### config.mk
export PLATFORM = sky130hd
export DESIGN_NAME = oam_dma_controller
export DESIGN_NICKNAME = d
export VERILOG_FILES = /design/src/rtl/oam_dma_controller.sv
export SDC_FILE = /design/constraint.sdc
export NUM_CORES = 1
export LEC_CHECK = 0
export ABC_AREA = 1
export CAP_MARGIN = 40
export CORE_AREA = 2 2 62 64
export DETAILED_ROUTE_END_ITERATION = 6
export DIE_AREA = 0 0 64 66
export HOLD_SLACK_MARGIN = 0.15
export PLACE_DENSITY = 0.84
export SYNTH_ARGS = -nofsm -noshare
export SYNTH_HDL_FRONTEND = slang
export SYNTH_SLANG_ARGS = --single-unit
### constraint.sdc
create_clock -name clk -period 2.6 [get_ports clk]
set_clock_uncertainty 0.1 [all_clocks]
set_input_delay 0.52 -clock clk [delete_from_list [all_inputs] [get_ports clk]]
set_output_delay 0.52 -clock clk [all_outputs]
set_load 0.01 [all_outputs]
### src/rtl/oam_dma_controller.sv
// rtl/oam_dma_controller.sv - OAM DMA sequencer: copies LEN bytes from a source page into OAM
// Optional build macro: OAM_DMA_SRC_REMAP_EN (latch echo-RAM pages 0xE0..0xFF as page-0x20)
module oam_dma_controller #(
    parameter int LEN         = 160,
    parameter int START_DELAY = 1
) (
    input  logic        clk,
    input  logic        rst,
    input  logic        trig,
    input  logic [7:0]  trig_page,
    output logic [15:0] src_addr,
    output logic        src_rd,
    input  logic [7:0]  src_data,
    input  logic        ppu_oam_busy,
    output logic [7:0]  oam_addr,
    output logic [7:0]  oam_wdata,
    output logic        oam_wr,
    output logic        busy,
    output logic        done
);

    typedef enum logic [2:0] {
        IDLE,
        DELAY,
        READ,
        CAPTURE,
        WRITE
    } state_t;

    localparam logic [7:0] LAST_IDX    = 8'(LEN - 1);
    localparam logic [3:0] DLY_INIT    = 4'(START_DELAY);
    localparam state_t     START_STATE = (START_DELAY > 0) ? DELAY : READ;

    state_t      state;
    state_t      state_nxt;
    logic [7:0]  page;
    logic [7:0]  idx;
    logic [3:0]  dly;
    logic [7:0]  wdata;
    logic [7:0]  page_in;
    logic        last_byte;

`ifdef OAM_DMA_SRC_REMAP_EN
    // Echo-RAM source pages alias onto work RAM 0x2000 below.
    assign page_in = (trig_page >= 8'hE0) ? (trig_page - 8'h20) : trig_page;
`else
    assign page_in = trig_page;
`endif

    assign last_byte = (idx == LAST_IDX);

    assign busy      = (state != IDLE);
    assign src_rd    = (state == READ);
    assign src_addr  = src_rd ? {page, idx} : 16'h0000;
    assign oam_addr  = idx;
    assign oam_wdata = wdata;

    // State register; reset aborts any transfer in flight.
    always_ff @(posedge clk or posedge rst) begin
        if (rst) begin
            state <= IDLE;
        end else begin
            state <= state_nxt;
        end
    end

    // Next-state and OAM write strobe; a trigger restarts from any state.
    always_comb begin
        state_nxt = state;
        oam_wr    = 1'b0;
        case (state)
            IDLE:    state_nxt = IDLE;
            DELAY:   if (dly == 4'd1) state_nxt = READ;
            READ:    state_nxt = CAPTURE;
            CAPTURE: state_nxt = WRITE;
            WRITE: begin
                if (!ppu_oam_busy) begin
                    oam_wr    = 1'b1;
                    state_nxt = last_byte ? IDLE : READ;
                end
            end
            default: state_nxt = IDLE;
        endcase
        if (trig) begin
            state_nxt = START_STATE;
        end
    end

    // Transfer datapath: page/index/delay/data registers and the done pulse.
    always_ff @(posedge clk or posedge rst) begin
        if (rst) begin
            page  <= 8'h00;
            idx   <= 8'h00;
            dly   <= 4'h0;
            wdata <= 8'h00;
            done  <= 1'b0;
        end else begin
            // A restart on the final write cancels that transfer's done pulse.
            done <= oam_wr && last_byte && !trig;
            if (trig) begin
                page <= page_in;
                idx  <= 8'h00;
                dly  <= DLY_INIT;
            end else begin
                if (state == DELAY) begin
                    dly <= dly - 4'd1;
                end
                if (state == CAPTURE) begin
                    wdata <= src_data;
                end
                if (oam_wr && !last_byte) begin
                    idx <= idx + 8'd1;
                end
            end
        end
    end

endmodule

# Word-level counts from Yosys, hierarchy flattened
# Index checks and enable logic that the tools add are counted.
[totals] reg_bits=32 in_bits=20 out_inout_bits=36 word_cells=39
[op_classes] add_sub_neg=2 n_eq_ne=8 n_mux=12 n_bitwise=1 n_reduce_logical=10
[ops] operator="16-bit two-way mux" count=1
[ops] operator="8-bit two-way mux" count=2
[ops] operator="3-bit one-hot mux with 4 select lines" count=1
[ops] operator="3-bit two-way mux" count=3
[ops] operator="8-bit by 1-bit adder with 8-bit output (second input constant)" count=1
[ops] operator="8-bit equality test (second input constant)" count=1
[ops] operator="4-bit two-way mux" count=2
[ops] operator="3-bit by 2-bit equality test with 1-bit output (second input constant)" count=2
[ops] operator="3-bit inequality test (second input constant)" count=2
[ops] operator="4-bit by 1-bit equality test with 1-bit output (second input constant)" count=1
[ops] operator="2-bit AND reduction" count=2
[ops] operator="2-bit nonzero test" count=2
[ops] operator="4-bit by 1-bit subtractor with 4-bit output (second input constant)" count=1
[ops] operator="3-bit by 1-bit equality test with 1-bit output (second input constant)" count=1
[ops] operator="3-bit equality test (second input constant)" count=1
[ops] operator="1-bit logical AND" count=3
[ops] operator="3-bit nonzero test" count=1
[ops] operator="1-bit zero test" count=2
[ops] operator="1-bit two-way mux" count=2
[ops] operator="2-bit two-way mux" count=1
[ops] operator="1-bit inverter" count=1

# Longest topological paths before layout
[depth] depth_word=5 mapped_depth=8

# Worst setup path before layout
# OpenSTA, ideal clock, no wires.
[synth_path] path_type="reg2out" startpoint="register state[0]" endpoint="output src_addr[10]" arrival_time_ns=1.045 t_required_ns=1.980 path_slack_ns=0.935 path_stages_with_launch=5 path_buffers=1 cell_sequence="dfrtp_1 > inv_1 > nand3_2 > buf_2 > nor2_1"
[synth_between] elab_chain_cells=2
[synth_rtl] item="start, declared" line="34" rtl="state_t state;"
[synth_rtl] item="start signal, assigned" line="63" rtl="state <= state_nxt;"
[synth_rtl] item="3-bit by 2-bit equality test with 1-bit output" line="53" rtl="assign src_rd = (state == READ);"
[synth_rtl] item="16-bit two-way mux" line="54" rtl="assign src_addr = src_rd ? {page, idx} : 16'h0000;"
[synth_rtl] item="end, declared" line="11" rtl="output logic [15:0] src_addr,"
# Every way passes these cells.

# Worst setup path after layout
[layout_path] startpoint="register state[0]" endpoint="output src_addr[12]"
# Same word-level chain as after synthesis.

==> impl_metrics.ini <==
[die]
die-area_um2 = 4220
die_h_um = 66
io_pins = 56
rows = 22
chipWidth_um = 64
initial_utilization = 0.466
core_area_um2 = 3550

[clocking]
ctsHtreeMaxLevel = 2
clk_latency_ns = 0.34
cts.clk_slew.worst_paths_ns = 0.10
cts_root_buffer = clkbuf_4
cts_hold_repair.buffers = 0
cts_tree = built
clock-sinks = 32
cts_buffers = 5
clk_path_buf_depth = 2

[synth]
synth_seq_cells = 32
synth.avg_cell_area_um2 = 7.77
syn_area_um2 = 1660
synth.yosys.warnings = 0
synth_edf_count = 0
synth_nets = 236
yosys_most_used_dff = dfrtp_1
synth_cells = 213
synth_cell_types = 22
async_reset_ff_frac = 1.00
seq_area_frac_synth = 0.484

[global_routing]
grt_antenna_before_repair = 0
grt_util_all_layers = 0.202
grt_max_degree = 33
grt_pass1_vias = 1520
grt_remaining_overflow = 0
grt_pass1_wl_um = 6430

[worst_hold_path]
hold_class = flip-flop to flip-flop

[power_and_ir_drop]
pwr_density_cell_nw_per_um2 = 654
vdd_drop_max_mv = 0.475
p_leak_nw = 1.11

[critical_path]
cp.required_ns = 1.98
crit_fanout = 6
arrival_ns = 1.87
cp-start-kind = flip-flop
end_kind = output pin
crit_type = flip-flop to output pin

[finish]
final_util = 0.663
antenna_cells = 0
fill_cells = 307
nets = 298
drive_above_1_share = 0.0725
final_area_um2 = 2350
area_growth_pct = 42.2

[drt]
totalWireLength_um = 3810
drc = 0
first_iter_violations = 80
wl_per_cell_um = 11.8
vias = 1542
vias_per_cell = 4.76
ant_nets = 0
drt_pass1_iterations = 4

[sta]
period_minus_slack_ns = 2.49
setup-tns-final_ns = 0
fin_hold_ws_ns = 0.375
finalMaxSlewViolations = 0
setup_slack_ns = 0.108
tightest_slew_ns = 0.402
relSlewSlack = 0.732
finalSetupViolations = 0
hold_viol_final = 0
rsz0062_at_grt = no
fmax_mhz = 401
finalCritPeriodShare = 0.959

[placed_design]
io_buffers = 55
gp_congestion = 0.857
dpl_cell_area_um2 = 2250
dp_hpwl_um = 2760
pre_cts_ws_ns = 0.139

[status]
outcome = complete, no violations

[flow_run]
maxCapViolations = 0
-- synthesized netlist by cell type (all sizes together) (2+ instances only) --
cell type | n | share of area
a21oi | 4 | 0.012
o21ai | 22 | 0.067
nor3 | 2 | 0.0060
nand3 | 13 | 0.045
inv | 38 | 0.086
dfrtp | 32 | 0.48
nand4 | 7 | 0.036
nor2 | 28 | 0.082
nand2 | 54 | 0.12
clkbuf | 2 | 0.0045
ha | 3 | 0.023
buf | 4 | 0.016
-- routing by layer --
| layer | up-vias | GRT usage | wire [µm] | part of all wire |
|---|---|---|---|---|
| met3 | 5 | 0.0528 | 176 | 0.046 |
| met2 | 46 | 0.368 | 1950 | 0.51 |
| met5 | - | 0 | 0 | 0 |
| met1 | 705 | 0.220 | 1620 | 0.43 |
| li1 | 786 | - | - | - |
| met4 | 0 | 0.0870 | 66 | 0.017 |
-- flip-flops by register name, indices dropped and copies added (netlist names) --
signal and cells:
state 3, oam_wdata 8, page 8, oam_addr 8
done 1, dly 4
-- cells by family (layout without fill, tap and decap cells) --
group,count (synthesis),in the layout,synth area share
simple gates,104,104,0.292
buf+inv,45,108,0.109
fa+ha+maj,3,3,0.0227
compound gates,28,28,0.0877
xor+xnor,1,1,0.00529
flops,32,32,0.484
-- through the flow --
| step | cells | power [W] |
|---|---|---|
| 2_1_floorplan | 213 | 0.000984 |
| 3_3_place_gp | 313 | 0.00122 |
| 3_5_place_dp | 313 | 0.00124 |
| 4_1_cts | 321 | 0.00153 |
| 5_1_grt | 324 | 0.00166 |
| 6_report | 324 | 0.00154 |
-- power by group --
| group | switching [W] | internal [W] |
|---|---|---|
| clock | 0.000178 | 0.000104 |
| sequential | 0.0000601 | 0.000606 |
| combinational | 0.000308 | 0.000283 |
-- final cells by class --
| cell class | instances | area [µm²] | share of cell area |
|---|---|---|---|
| Clock buffer | 5 | 37.5 | 0.0159 |
| Clock inverter | 3 | 18.8 | 0.00797 |
| Inverter | 39 | 146 | 0.0622 |
| Multi-Input combinational cell | 136 | 682 | 0.290 |
| Sequential cell | 32 | 801 | 0.340 |
| Tap cell | 48 | 60.1 | 0.0255 |
| Timing Repair Buffer | 61 | 608 | 0.258 |
-- worst paths after layout --
check | start | to | slack [ns] | cells past startpoint
max | state[0]$_DFFE_PP0P_ | src_addr[12] | 0.11 | 5
min reg2reg | dly[3]$_DFFE_PP0P_ | dly[3]$_DFFE_PP0P_ | 0.38 | 1
min in group asynchronous | rst | oam_addr[1]$_DFFE_PP0P_ | 0.45 | 3
min | dly[3]$_DFFE_PP0P_ | dly[3]$_DFFE_PP0P_ | 0.38 | 1
max in group asynchronous | rst | page[1]$_DFFE_PP0P_ | 1.65 | 3
max reg2reg | oam_addr[0]$_DFFE_PP0P_ | oam_addr[7]$_DFFE_PP0P_ | 0.90 | 7
-- worst max-delay path, stage by stage (launching register included) --
cell	delay (ns)
dfrtp_1	0.37
inv_1	0.22
nand3_4	0.13
buf_4	0.18
nor2_1	0.09
clkdlybuf4s50_1	0.55
-- cell usage in the layout (no fill, tap or decap) --
cell type        count
ha_1                 3
nand2_1             54
clkbuf_4             5
nand3_1             11
nand4_4              1
nand3_4              1
buf_12               1
nor2_8               1
clkdlybuf4s50_1     55
dfrtp_1             32
nand4_1              6
a21oi_1              4
nand3_2              1
nor3_1               2
clkinv_2             2
o31ai_1              1
o211ai_1             1
o21ai_0             20
inv_1               38
nor2_1              25
xor2_1               1
o21ai_1              2
buf_4                5
nor2_4               2
clkinv_4             1
clkinv_1             1
-- repair_timing --
item,in CTS,in global routing
setup buffers,0,3
pin swaps,0,1
endpoints found under the setup margin,17,16
resized for setup,1,0
gates cloned,0,0
(Power assumes the default switching activity.)
